<file path="src/rtl/vga_timing_pkg.sv">
// vga_timing_pkg: shared 640x480 @ 60 Hz timing constants and the pixel
// coordinate type used by vga_sync and the downstream renderer stages.
//   VGA_H_* / VGA_V_*   : porch / sync / display widths and line/frame totals
//   VGA_*_SYNC_START/END: first and last coordinate of the active-low pulses
//   coord_t             : 10-bit unsigned pixel coordinate
package vga_timing_pkg;

  localparam int COORD_W = 10;
  typedef logic [COORD_W-1:0] coord_t;

  localparam int VGA_H_DISPLAY = 640;
  localparam int VGA_H_FRONT   = 16;
  localparam int VGA_H_SYNC    = 96;
  localparam int VGA_H_BACK    = 48;
  localparam int VGA_V_DISPLAY = 480;
  localparam int VGA_V_FRONT   = 10;
  localparam int VGA_V_SYNC    = 2;
  localparam int VGA_V_BACK    = 33;
  localparam int VGA_TICK_DIV  = 4;

  localparam int VGA_H_TOTAL = VGA_H_DISPLAY + VGA_H_FRONT + VGA_H_SYNC + VGA_H_BACK;
  localparam int VGA_V_TOTAL = VGA_V_DISPLAY + VGA_V_FRONT + VGA_V_SYNC + VGA_V_BACK;

  localparam int VGA_H_SYNC_START = VGA_H_DISPLAY + VGA_H_FRONT;
  localparam int VGA_H_SYNC_END   = VGA_H_SYNC_START + VGA_H_SYNC - 1;
  localparam int VGA_V_SYNC_START = VGA_V_DISPLAY + VGA_V_FRONT;
  localparam int VGA_V_SYNC_END   = VGA_V_SYNC_START + VGA_V_SYNC - 1;

endpackage

</file>
<file path="src/rtl/vga_sync_if.sv">
// vga_sync_if: timing bundle from vga_sync to the renderer / VGA connector.
//   master: driven by vga_sync; slave: consumed downstream.
//   p_tick, pixel_x, pixel_y, video_on, hsync, vsync, frame_start,
//   frame_cnt (only when VGA_SYNC_FRAME_CNT_EN is defined).
interface vga_sync_if;
  import vga_timing_pkg::*;

  logic   p_tick;
  coord_t pixel_x;
  coord_t pixel_y;
  logic   video_on;
  logic   hsync;
  logic   vsync;
  logic   frame_start;
`ifdef VGA_SYNC_FRAME_CNT_EN
  logic [7:0] frame_cnt;

  modport master (output p_tick, pixel_x, pixel_y, video_on, hsync, vsync,
                         frame_start, frame_cnt);
  modport slave  (input  p_tick, pixel_x, pixel_y, video_on, hsync, vsync,
                         frame_start, frame_cnt);
`else
  modport master (output p_tick, pixel_x, pixel_y, video_on, hsync, vsync,
                         frame_start);
  modport slave  (input  p_tick, pixel_x, pixel_y, video_on, hsync, vsync,
                         frame_start);
`endif
endinterface

</file>
<file path="src/rtl/vga_sync_mod_counter.sv">
// mod_counter: enabled modulo counter, 0..MAX then back to 0.
//   clk, reset (sync, active-high), en: advance this cycle
//   count: current value; wrap: en && count==MAX (the edge that returns to 0)
module mod_counter #(
  parameter int MAX   = 3,
  parameter int WIDTH = 2
) (
  input  logic             clk,
  input  logic             reset,
  input  logic             en,
  output logic [WIDTH-1:0] count,
  output logic             wrap
);

  assign wrap = en && (count == WIDTH'(MAX));

  // NOTE: registers use non-blocking assignments so every flop samples the
  // pre-edge values regardless of the order the always blocks are evaluated.
  always_ff @(posedge clk) begin
    if (reset)     count <= '0;
    else if (wrap) count <= '0;
    else if (en)   count <= count + WIDTH'(1);
  end

endmodule

</file>
<file path="src/rtl/vga_sync.sv">
// vga_sync: 640x480 @ 60 Hz VGA timing from a 100 MHz clock.
//   clk   : system clock
//   reset : synchronous, active-high
//   vga   : vga_sync_if.master -- p_tick, pixel_x/pixel_y, video_on,
//           active-low hsync/vsync, frame_start, optional frame_cnt
// Build option: define VGA_SYNC_FRAME_CNT_EN to add the 8-bit frame counter.
// Timing parameters must give H_TOTAL, V_TOTAL <= 1024 (10-bit counters).
module vga_sync
  import vga_timing_pkg::*;
#(
  parameter int H_DISPLAY = VGA_H_DISPLAY,
  parameter int H_FRONT   = VGA_H_FRONT,
  parameter int H_SYNC    = VGA_H_SYNC,
  parameter int H_BACK    = VGA_H_BACK,
  parameter int V_DISPLAY = VGA_V_DISPLAY,
  parameter int V_FRONT   = VGA_V_FRONT,
  parameter int V_SYNC    = VGA_V_SYNC,
  parameter int V_BACK    = VGA_V_BACK,
  parameter int TICK_DIV  = VGA_TICK_DIV
) (
  input  logic              clk,
  input  logic              reset,
  vga_sync_if.master        vga
);

  localparam int H_TOTAL = H_DISPLAY + H_FRONT + H_SYNC + H_BACK;
  localparam int V_TOTAL = V_DISPLAY + V_FRONT + V_SYNC + V_BACK;
  localparam int DIV_W   = (TICK_DIV > 1) ? $clog2(TICK_DIV) : 1;

  localparam coord_t H_VIS    = coord_t'(H_DISPLAY);
  localparam coord_t V_VIS    = coord_t'(V_DISPLAY);
  localparam coord_t HS_START = coord_t'(H_DISPLAY + H_FRONT);
  localparam coord_t HS_END   = coord_t'(H_DISPLAY + H_FRONT + H_SYNC - 1);
  localparam coord_t VS_START = coord_t'(V_DISPLAY + V_FRONT);
  localparam coord_t VS_END   = coord_t'(V_DISPLAY + V_FRONT + V_SYNC - 1);
  localparam logic [DIV_W-1:0] DIV_LAST = DIV_W'(TICK_DIV - 1);

  logic [DIV_W-1:0] div, div_next;
  logic             div_wrap;
  coord_t           h_cnt, v_cnt, h_next, v_next;
  logic             h_wrap, v_wrap;
  logic             p_tick_q, hsync_q, vsync_q, video_on_q;

  mod_counter #(.MAX(TICK_DIV - 1), .WIDTH(DIV_W)) u_div (
    .clk(clk), .reset(reset), .en(1'b1), .count(div), .wrap(div_wrap)
  );

  mod_counter #(.MAX(H_TOTAL - 1), .WIDTH(COORD_W)) u_h (
    .clk(clk), .reset(reset), .en(p_tick_q), .count(h_cnt), .wrap(h_wrap)
  );

  // V steps only on the tick that ends a line.
  mod_counter #(.MAX(V_TOTAL - 1), .WIDTH(COORD_W)) u_v (
    .clk(clk), .reset(reset), .en(h_wrap), .count(v_cnt), .wrap(v_wrap)
  );

  // Values the counters will hold after this edge; the registered outputs
  // are decoded from these so they line up with pixel_x/pixel_y exactly.
  // NOTE: each always_comb output gets a default first so no path can
  // leave it unassigned and infer a latch.
  always_comb begin
    div_next = div + DIV_W'(1);
    if (div_wrap) div_next = '0;

    h_next = h_cnt;
    if (h_wrap)        h_next = '0;
    else if (p_tick_q) h_next = h_cnt + coord_t'(1);

    v_next = v_cnt;
    if (v_wrap)      v_next = '0;
    else if (h_wrap) v_next = v_cnt + coord_t'(1);
  end

  always_ff @(posedge clk) begin
    if (reset) begin
      p_tick_q   <= 1'b0;
      hsync_q    <= 1'b1;
      vsync_q    <= 1'b1;
      video_on_q <= 1'b1;
    end else begin
      p_tick_q   <= (div_next == DIV_LAST);
      hsync_q    <= !((h_next >= HS_START) && (h_next <= HS_END));
      vsync_q    <= !((v_next >= VS_START) && (v_next <= VS_END));
      video_on_q <= (h_next < H_VIS) && (v_next < V_VIS);
    end
  end

  assign vga.p_tick      = p_tick_q;
  assign vga.pixel_x     = h_cnt;
  assign vga.pixel_y     = v_cnt;
  assign vga.hsync       = hsync_q;
  assign vga.vsync       = vsync_q;
  assign vga.video_on    = video_on_q;
  // v_wrap is exactly p_tick at (H_TOTAL-1, V_TOTAL-1).
  assign vga.frame_start = v_wrap;

`ifdef VGA_SYNC_FRAME_CNT_EN
  logic [7:0] frame_cnt_q;
  logic       frame_cnt_wrap;

  mod_counter #(.MAX(255), .WIDTH(8)) u_frame (
    .clk(clk), .reset(reset), .en(v_wrap), .count(frame_cnt_q),
    .wrap(frame_cnt_wrap)
  );

  assign vga.frame_cnt = frame_cnt_q;
`endif

endmodule

</file>
<file path="src/flat_wrapper.sv">
// flat-port wrapper written by rule: the top's interface ports become plain ports
module vga_sync_flat import vga_timing_pkg::*;
#(
  parameter int H_DISPLAY = VGA_H_DISPLAY,
  parameter int H_FRONT   = VGA_H_FRONT,
  parameter int H_SYNC    = VGA_H_SYNC,
  parameter int H_BACK    = VGA_H_BACK,
  parameter int V_DISPLAY = VGA_V_DISPLAY,
  parameter int V_FRONT   = VGA_V_FRONT,
  parameter int V_SYNC    = VGA_V_SYNC,
  parameter int V_BACK    = VGA_V_BACK,
  parameter int TICK_DIV  = VGA_TICK_DIV
)
  (clk, reset, vga_p_tick, vga_pixel_x, vga_pixel_y, vga_video_on, vga_hsync, vga_vsync, vga_frame_start);
  vga_sync_if vga_i ();
  input  logic clk;
  input  logic reset;
  output wire logic [$bits(vga_i.p_tick)-1:0] vga_p_tick;
  output wire logic [$bits(vga_i.pixel_x)-1:0] vga_pixel_x;
  output wire logic [$bits(vga_i.pixel_y)-1:0] vga_pixel_y;
  output wire logic [$bits(vga_i.video_on)-1:0] vga_video_on;
  output wire logic [$bits(vga_i.hsync)-1:0] vga_hsync;
  output wire logic [$bits(vga_i.vsync)-1:0] vga_vsync;
  output wire logic [$bits(vga_i.frame_start)-1:0] vga_frame_start;
  assign vga_p_tick = vga_i.p_tick;
  assign vga_pixel_x = vga_i.pixel_x;
  assign vga_pixel_y = vga_i.pixel_y;
  assign vga_video_on = vga_i.video_on;
  assign vga_hsync = vga_i.hsync;
  assign vga_vsync = vga_i.vsync;
  assign vga_frame_start = vga_i.frame_start;
  vga_sync #(.H_DISPLAY(H_DISPLAY), .H_FRONT(H_FRONT), .H_SYNC(H_SYNC), .H_BACK(H_BACK), .V_DISPLAY(V_DISPLAY), .V_FRONT(V_FRONT), .V_SYNC(V_SYNC), .V_BACK(V_BACK), .TICK_DIV(TICK_DIV)) u_core (.clk(clk), .reset(reset), .vga(vga_i));
endmodule
</file>
<file path="config.mk">
export PLATFORM = sky130hd
export DESIGN_NAME = vga_sync_flat
export DESIGN_NICKNAME = d
export VERILOG_FILES = /design/src/rtl/vga_timing_pkg.sv /design/src/rtl/vga_sync_if.sv /design/src/rtl/vga_sync_mod_counter.sv /design/src/rtl/vga_sync.sv /design/src/flat_wrapper.sv
export SDC_FILE = /design/constraint.sdc
export NUM_CORES = 1
export LEC_CHECK = 0
export ABC_CLOCK_PERIOD_IN_PS = 2600
export CAP_MARGIN = 15
export CORE_ASPECT_RATIO = 0.75
export CORE_MARGIN = 4
export CORE_UTILIZATION = 30
export DETAILED_ROUTE_END_ITERATION = 16
export PLACE_DENSITY = 0.63
export SLEW_MARGIN = 20
export SYNTH_ARGS = -nofsm -noshare
export SYNTH_HDL_FRONTEND = slang
export SYNTH_SLANG_ARGS = --single-unit
</file>
<file path="constraint.sdc">
create_clock -name clk -period 2.6 [get_ports clk]
set_input_delay 0.26 -clock clk [delete_from_list [all_inputs] [get_ports clk]]
set_output_delay 0.26 -clock clk [all_outputs]
set_load 0.01 [all_outputs]
</file>
**Yosys cells after proc, flatten, opt, wreduce, memory -nomap -nowiden**

Cells that the tools add are included.

- $add $sub $neg: 3
- Magnitude comparators: 6
- Equal/unequal tests: 4
- Multiplexer cells: 5
- Reduce and logical (&&, ||, !) cells: 7

Operator list:

| cell | number |
|---|---|
| two-way mux 10 bit | 4 |
| adder 10 x 1 -> 10 bit, second input constant | 2 |
| equality test 10 bit, second input constant | 2 |
| >= comparator 10 bit, second input constant | 1 |
| >= comparator 10 x 9 -> 1 bit, second input constant | 1 |
| less-or-equal comparator 10 bit, second input constant | 1 |
| less-or-equal comparator 10 x 9 -> 1 bit, second input constant | 1 |
| < comparator 10 bit, second input constant | 1 |
| < comparator 10 x 9 -> 1 bit, second input constant | 1 |
| logical AND 1 bit | 5 |
| equality test 2 bit, second input constant | 2 |
| adder 2 x 1 -> 2 bit, second input constant | 1 |
| zero test 1 bit | 2 |
| two-way mux 2 bit | 1 |

- Flip-flop bits (word level): 26
- Input bits: 2
- Output and inout port bits: 25
- Word-level logic and storage cells: 32

**Logic depth before layout (Yosys ltp)**

Gate-level depths: netlist (run 1).

- Word-level depth: 7
- Mapped depth: 10
- Mapped depth without buffers: 8

**Cells and area by module**

A second synthesis (run 1) with hierarchy kept.

- Cell total of the unflattened synthesis: 181
- Area, all modules: 1,552.7 um2

Modules (own cells, without submodules):

| module | times used | cells each | area each (um2) |
|---|---|---|---|
| mod_counter at u_core.u_v | 1 | 55 | 503.0 |
| mod_counter at u_core.u_h | 1 | 53 | 490.5 |
| vga_sync | 1 | 63 | 461.7 |
| mod_counter at u_core.u_div | 1 | 10 | 97.6 |

**Worst setup path after synthesis (run 1)**

No wires, ideal clock.

- Path type: reg2reg
- Start point: reg u_core.u_h.count[0]
- End point: reg u_core.vsync_q, in the netlist u_core.vga.vsync
- Arrival: 2,250 ps
- Setup slack: 216 ps
- Cell stages (with the launch flop): 9
- Path buffers: 1
- Cell sequence: dfxtp_1 ha_1 and4_1 buf_6 nand4_4 nor4_1 xnor2_1 o211ai_1 or4b_1

- Longest elaborated chain between the ends: 7

Ends and longest elaborated chain:

| item | line | source |
|---|---|---|
| start: declaration | vga_sync_mod_counter.sv:11 | `output logic [WIDTH-1:0] count,` |
| start signal: assignment | vga_sync_mod_counter.sv:22 | `else if (en) count <= count + WIDTH'(1);` |
| equality test 10 bit (*) | vga_sync_mod_counter.sv:15 | `assign wrap = en && (count == WIDTH'(MAX));` |
| logical AND 1 bit (*) | vga_sync_mod_counter.sv:15 |  |
| two-way mux 10 bit / logical AND 1 bit (equally long branches) | vga_sync.sv:71, vga_sync_mod_counter.sv:15 |  |
| two-way mux 10 bit (*) | vga_sync.sv:70 | `if (v_wrap) v_next = '0;` |
| >= comparator 10 x 9 -> 1 bit / less-or-equal comparator 10 x 9 -> 1 bit (equally long branches) | vga_sync.sv:83 | `vsync_q <= !((v_next >= VS_START) && (v_next <= VS_END));` |
| logical AND 1 bit (*) | vga_sync.sv:83 |  |
| zero test 1 bit (*) | vga_sync.sv:83 |  |
| end signal: assignment | vga_sync.sv:83 |  |
| end: declaration | vga_sync.sv:42 | `logic p_tick_q, hsync_q, vsync_q, video_on_q;` |

Mark *: on every way between the ends. The rest lies on a longest branch, timed or not.
A chain may end at the register's enable or synchronous reset.

**Worst setup path after layout (run 1)**

- Start point: reg u_core.u_v.count[1]
- End point: out vga_frame_start

- Longest elaborated chain between the ends: 2

Ends and longest elaborated chain:

| item | line | source |
|---|---|---|
| start: declaration | vga_sync_mod_counter.sv:11 |  |
| start signal: assignment | vga_sync_mod_counter.sv:22 |  |
| equality test 10 bit | vga_sync_mod_counter.sv:15 |  |
| logical AND 1 bit | vga_sync_mod_counter.sv:15 |  |
| end: declaration | flat_wrapper.sv:24 | `output wire logic [$bits(vga_i.frame_start)-1:0] vga_frame_start;` |

Every way passes these cells.

==> results of run 1 <==
## power by group
| part | internal, mW | switching (mW) | leakage (nW) |
|---|---|---|---|
| Sequential | 0.404 | 0.00368 | 0.210 |
| Clock | 0.104 | 0.118 | 0.0216 |
| Combinational | 0.0155 | 0.0166 | 0.406 |
| Total | 0.523 | 0.138 | 0.638 |
## per-stage QoR
stage               instances  util, %  hold slack (ps)  total power, mW  worst slack [ps]
floorplan                 168        -            425.4           0.4346             216.4
global route              252    40.23            475.5           0.6879             32.66
finish                    252    40.23            457.5           0.6614             201.4
CTS                       252    40.23            457.4           0.6702             212.6
global placement          249    39.31            439.1           0.4493             327.4
detailed placement        249    39.31            442.3           0.4496             253.5
## placed cells by master (no fill, tap or decap), types with 3 or more instances in the layout
cell             count
buf_4               12
inv_1                6
clkdlybuf4s50_1     26
xor2_1               9
xnor2_1             11
a21oi_1              6
nand3_1              4
nor2_1              23
nand4_1              9
clkbuf_8             3
dfxtp_1             26
nor3_1               9
ha_1                 5
nand2_1             13
## layer usage
| metal | global-route usage, % | share of wire (%) |
|---|---|---|
| met1 | 16.58 | 53 |
| met2 | 17.11 | 42 |
| met3 | 3.902 | 4.8 |
| met4 | 2.874 | 0.78 |
| met5 | 0 | 0 |
## logic make-up after synthesis
| logic type | count (synthesis) |
|---|---|
| flops | 26 |
| compound gates | 17 |
| buf+inv | 20 |
| xor+xnor | 20 |
| fa+ha+maj | 5 |
| simple gates | 79 |
| mux | 1 |
## flip-flops by register name, summed over array words and instances, names as in the netlist
name / cells
u_core.u_h.count: 10
u_core.u_v.count: 10
u_core.u_div.count: 2
u_core.vga.hsync: 1
u_core.vga.p_tick: 1
u_core.vga.video_on: 1
u_core.vga.vsync: 1
## worst min-delay path by stage
stage	startpoint	end	slack, ps	cells after the start
after CTS	u_core.u_div.count[0]	u_core.u_div.count[0]	460	1
final	u_core.u_div.count[0]	u_core.u_div.count[0]	460	1
after detailed placement	u_core.u_div.count[0]	u_core.u_div.count[0]	440	1
after floorplan	u_core.u_div.count[0]	u_core.u_div.count[0]	430	1
after global routing	u_core.u_div.count[0]	u_core.u_div.count[0]	480	1
after global placement	u_core.u_div.count[0]	u_core.u_div.count[0]	440	1
## area by class of cell
type                       instances  area (sq um)
clock buffer                       3         41.29
inverter                           6         22.52
tap                               57         71.32
fill                             465          2701
multi-input combinational        122         812.0
timing repair buffer              38         350.3
sequential                        26         520.5
==> results.toml, run 1 <==
[timing]
worstMarginPinSlew_ps = 393.7
slew_headroom_pct = 73.38
period_share_pct = 92.26
setup_violations = 0
rsz0062_at_grt = "no"
finalHoldViolCount = 0
maxSlewViolCount = 0
fin_tns_setup_ps = 0
clock_skew_ps = 4.125
fin_crit_ps = 2399
timing.fmax_ghz = 0.4169

[setup_path]
cp.depth = 6
cp_top_family = "simple AND/OR/NAND/NOR gates"
rr_worst_depth = 7
cp_cell_sequence = "inv_1, ha_1, nor4bb_1, nand3_1, nor2_1, clkdlybuf4s50_1"
cp-start-kind = "flip-flop"
cp_num_buf_inv = 2
critPathArrivalTime_ps = 2140
r2r_end = "u_core.vga.vsync"
critPathMaxFanout = 9
path_class = "flip-flop to primary output"
worst_r2r_startpoint = "u_core.u_h.count[0]"
worst-r2r-setup-slack_ps = 250
slowest_stage = "clkdlybuf4s50_1"
critPathMaxStageDelay_ps = 560
cp-endpoint = "vga_frame_start"
end_kind = "primary output"
required_ps = 2340
crit_start = "u_core.u_v.count[1]"

[logic_synthesis]
synth.most_common_cell = "dfxtp_1"
synth_edf_count = 0
synthCells = 168
synthMuxAreaShare_pct = 0.7061
syn_area_per_cell_sq_um = 8.438
synth_common_cells = "dfxtp_1, nor2_1, nand2_1"
synth_top_family_by_area = "simple AND/OR/NAND/NOR gates"
synth_top_cell_area_share_pct = 36.72
syn_nets = 175
synth_cell_types = 41
synth-simple-area-share_pct = 31.60
synth_area_leaders = "dfxtp_1, xnor2_1, nor2_1"
synth.yosys.seq_area_share_pct = 36.72
synth-xor-area-share_pct = 12.36
synth_fa_ha_area_share_pct = 4.413
yosys_warnings = 0
synth-compound-area-share_pct = 8.208
async_flop_share_pct = 0
netlist_area_sq_um = 1418
yosys_most_used_dff = "dfxtp_1"
ys_ff_latch = 26
synth_top_cell_by_area = "dfxtp_1"

[detailed_routing]
routedWlPerCell_um = 12.78
drt_iter0_markers = 131
drtAntennaViolNets = 0
drc = 0
viasPerCell = 4.897
dr.pass1.iters = 4
wl_um = 3221
vias = 1234

[global_routing]
grt_pass1_wl_um = 5437
track_usage_pct = 11.73
grt_overflow = 0
grt_antenna_before_repair = 0
first_global_vias = 1074
grt_max_degree = 18

[floorplan]
ios = 27
die_area_sq_um = 5900
fp-row-count = 21
die_w_um = 87.38
start_util_pct = 31.37
core_area_sq_um = 4519
fp.dieH_um = 67.53

[hold_path]
hp-class = "flip-flop to flip-flop"

[power]
p_leak_nw = 0.6376
ir_drop_v = 0.0002598
powerDensity_nw_per_um2 = 363.8

[place]
io_buffers = 26
place_area_sq_um = 1777
gp_congestion = 0.7961
dp_hpwl_um = 2471

[clock_tree]
hold_buffers = 0
cts_inserted_buffers = 3
ctsRootBufferMaster = "clkbuf_8"
cts_setup_buffers = 0
clkTransAtPathRegs_ps = 90
htree_num_levels = 1
clockBufferDepth = 2
cts_tree = "built"
numClockSinks = 26
cts_resized = 0
clock_latency_ps = 270

[layout]
nets = 204
design_area_sq_um = 1818
layout-drive-gt1-share_pct = 10.26
antenna_cells = 0
area_growth_pct = 28.24

[outcome]
outcome = "finished, final reports clean"

[flow_run]
max_cap_violations = 0
(Power assumes the default switching activity.)
==> inputs of run 2 (changes only) <==
- SKIP_LAST_GASP: unset -> 1
==> results of run 2 <==
The final DEF is identical to that of run 1; final timing and power are the same.
==> inputs of run 3 (changes only) <==
- ABC_CLOCK_PERIOD_IN_PS: 2600 -> 2000
- PLACE_DENSITY: 0.63 -> 0.65
- clock period: 2.6 -> 2 ns (I/O delays scaled with it)
==> run 3 against run 2 <==
- the run now ends with setup timing left
- power increased by 38%
- flip-flop and latch count unchanged
- final cell count increased by 13%
- design area increased by 18%
- critical endpoint is now u_core.vga.vsync
- critical path depth increased by 1
- sequential power increased by 29%
- sequential share of layout area decreased by 3.7 points
- combinational power increased by 40%
- utilization increased by 7.2 points
- die area unchanged
==> results.toml, run 3 (same netlist as run 1, synthesis figures left out) <==
[detailed_routing]
vias = 1363
dr.pass1.iters = 4
drtAntennaViolNets = 0
drt_iter0_markers = 113
routedWlPerCell_um = 13.04
wl_um = 3702
viasPerCell = 4.799
drc = 0

[layout]
antenna_cells = 0
nets = 235
reg_top3 = "u_core.u_h.count: 10 flops, u_core.u_v.count: 10 flops, u_core.u_div.count: 2 flops"
final_common_cell = "buf_4"
post-route-util_pct = 47.40
layout_common_cells = "buf_4, clkdlybuf4s50_1, nor2_1, dfxtp_1, nand2_1"
area_growth_pct = 51.10
layout-drive-gt1-share_pct = 29.07

[floorplan]
fp-row-count = 21
core_area_sq_um = 4519
start_util_pct = 31.37
die_w_um = 87.38
fp.dieH_um = 67.53
ios = 27
die_area_sq_um = 5900

[setup_path]
slowest_stage = "or4b_1"
required_ps = 2150
critPathArrivalTime_ps = 2170
end_kind = "flip-flop"
path_class = "flip-flop to flip-flop"
critPathMaxStageDelay_ps = 490
critPathMaxFanout = 6
cp_cell_sequence = "ha_4, and4_4, nand4_4, nor2_2, and4b_1, o211ai_1, or4b_1"
cp-start-kind = "flip-flop"

[clock_tree]
ctsRootBufferMaster = "clkbuf_8"
clkTransAtPathRegs_ps = 90
cts_inserted_buffers = 3
htree_num_levels = 1
hold_buffers = 0
clockBufferDepth = 2
numClockSinks = 26
clock_latency_ps = 270
cts_tree = "built"

[place]
gp_congestion = 0.8850
io_buffers = 26
dp_hpwl_um = 2816

[timing]
holdWs_ps = 452.7
layout_setup_ws_ps = -13.34
timing.fmax_ghz = 0.4967
rsz0062_at_grt = "yes"
slew_headroom_pct = 81.46
fin_crit_ps = 2013
fin_tns_setup_ps = -13.34
worstMarginPinSlew_ps = 274.2
setup_violations = 1
maxSlewViolCount = 0
clock_skew_ps = 6.760
finalHoldViolCount = 0
period_share_pct = 100.7

[power]
ir_drop_v = 0.0004489
p_leak_nw = 0.8284
p_switching_uw = 189.1
powerDensity_nw_per_um2 = 425.2
seqPwrFrac_pct = 58.0
p_comb_share_pct = 4.9
p_sw_share_pct = 20.76
finalPower_uw = 910.7
intPower_uw = 721.6
clkPwrFrac_pct = 37.1

[global_routing]
grt_pass1_wl_um = 6092
first_global_vias = 1247
track_usage_pct = 13.33
grt_overflow = 0
grt_max_degree = 15
grt_antenna_before_repair = 0

[outcome]
outcome = "finished, violations left"
violations = "setup timing"

[flow_run]
max_cap_violations = 0

[hold_path]
hp-class = "flip-flop to flip-flop"
[run 3: changes by cell type in the layout (fill, tap and decap cells not counted), sizes merged]
cell,previous run,this run
buf,12,43
clkbuf,3,5
clkdlybuf4s50,26,25
[run 3: area by class of cell]
class                      instances  area [sq um]
fill                             448          2377
multi-input combinational        122         882.1
timing repair buffer              69         578.1
sequential                        26         533.0
tap                               57         71.32
clock buffer                       4         55.05
inverter                           6         22.52
[run 3: timing repair]
action                     CTS  global route
pin swaps                    3             3
setup endpoints to repair    4             3
buffers inserted             1             2
resized for setup            6             7
[run 3: metal layers]
metal  track usage, %  vias up  wire length, um
li1                 -      698                -
met1            20.62      618             1852
met2            18.42       45             1512
met3            3.780        2              319
met4            1.724        0               17
met5                0        -                0
[run 3: through the flow]
stage / cells / setup WS [ps] / area [sq um]
5_1_grt: 284 / -123.2 / 2142
6_report: 284 / -13.34 / 2142
4_1_cts: 282 / -20.72 / 2106
2_1_floorplan: 168 / -73.90 / 1475
3_5_place_dp: 277 / -150.5 / 2032
3_3_place_gp: 277 / -106.2 / 2032
[run 3: path summary, 6_finish.rpt]
check	startpoint	to	slack [ps]	cells after the start
hold / removal	u_core.u_div.count[0]	u_core.u_div.count[0]	450	1
setup reg to reg	u_core.u_h.count[1]	u_core.vga.vsync	-10	7
setup / recovery	u_core.u_h.count[1]	u_core.vga.vsync	-10	7
hold reg to reg	u_core.u_div.count[0]	u_core.u_div.count[0]	450	1
[run 3: power groups by stage]
stage	clock [mW]	combinational, mW	sequential [mW]
finish	0.337	0.0450	0.528
global route	0.370	0.0519	0.530
CTS	0.354	0.0458	0.530
detailed placement	0	0.0455	0.542
global placement	0	0.0453	0.541
floorplan	0	0.0194	0.546
[run 3: critical path, delay by kind of cell (launching register included)]
| family | cells | cell delay, ps |
|---|---|---|
| AOI/OAI and AO/OA | 1 | 140 |
| adders and majority gates | 1 | 120 |
| and+or+nand+nor | 5 | 1270 |
| DFF | 1 | 370 |
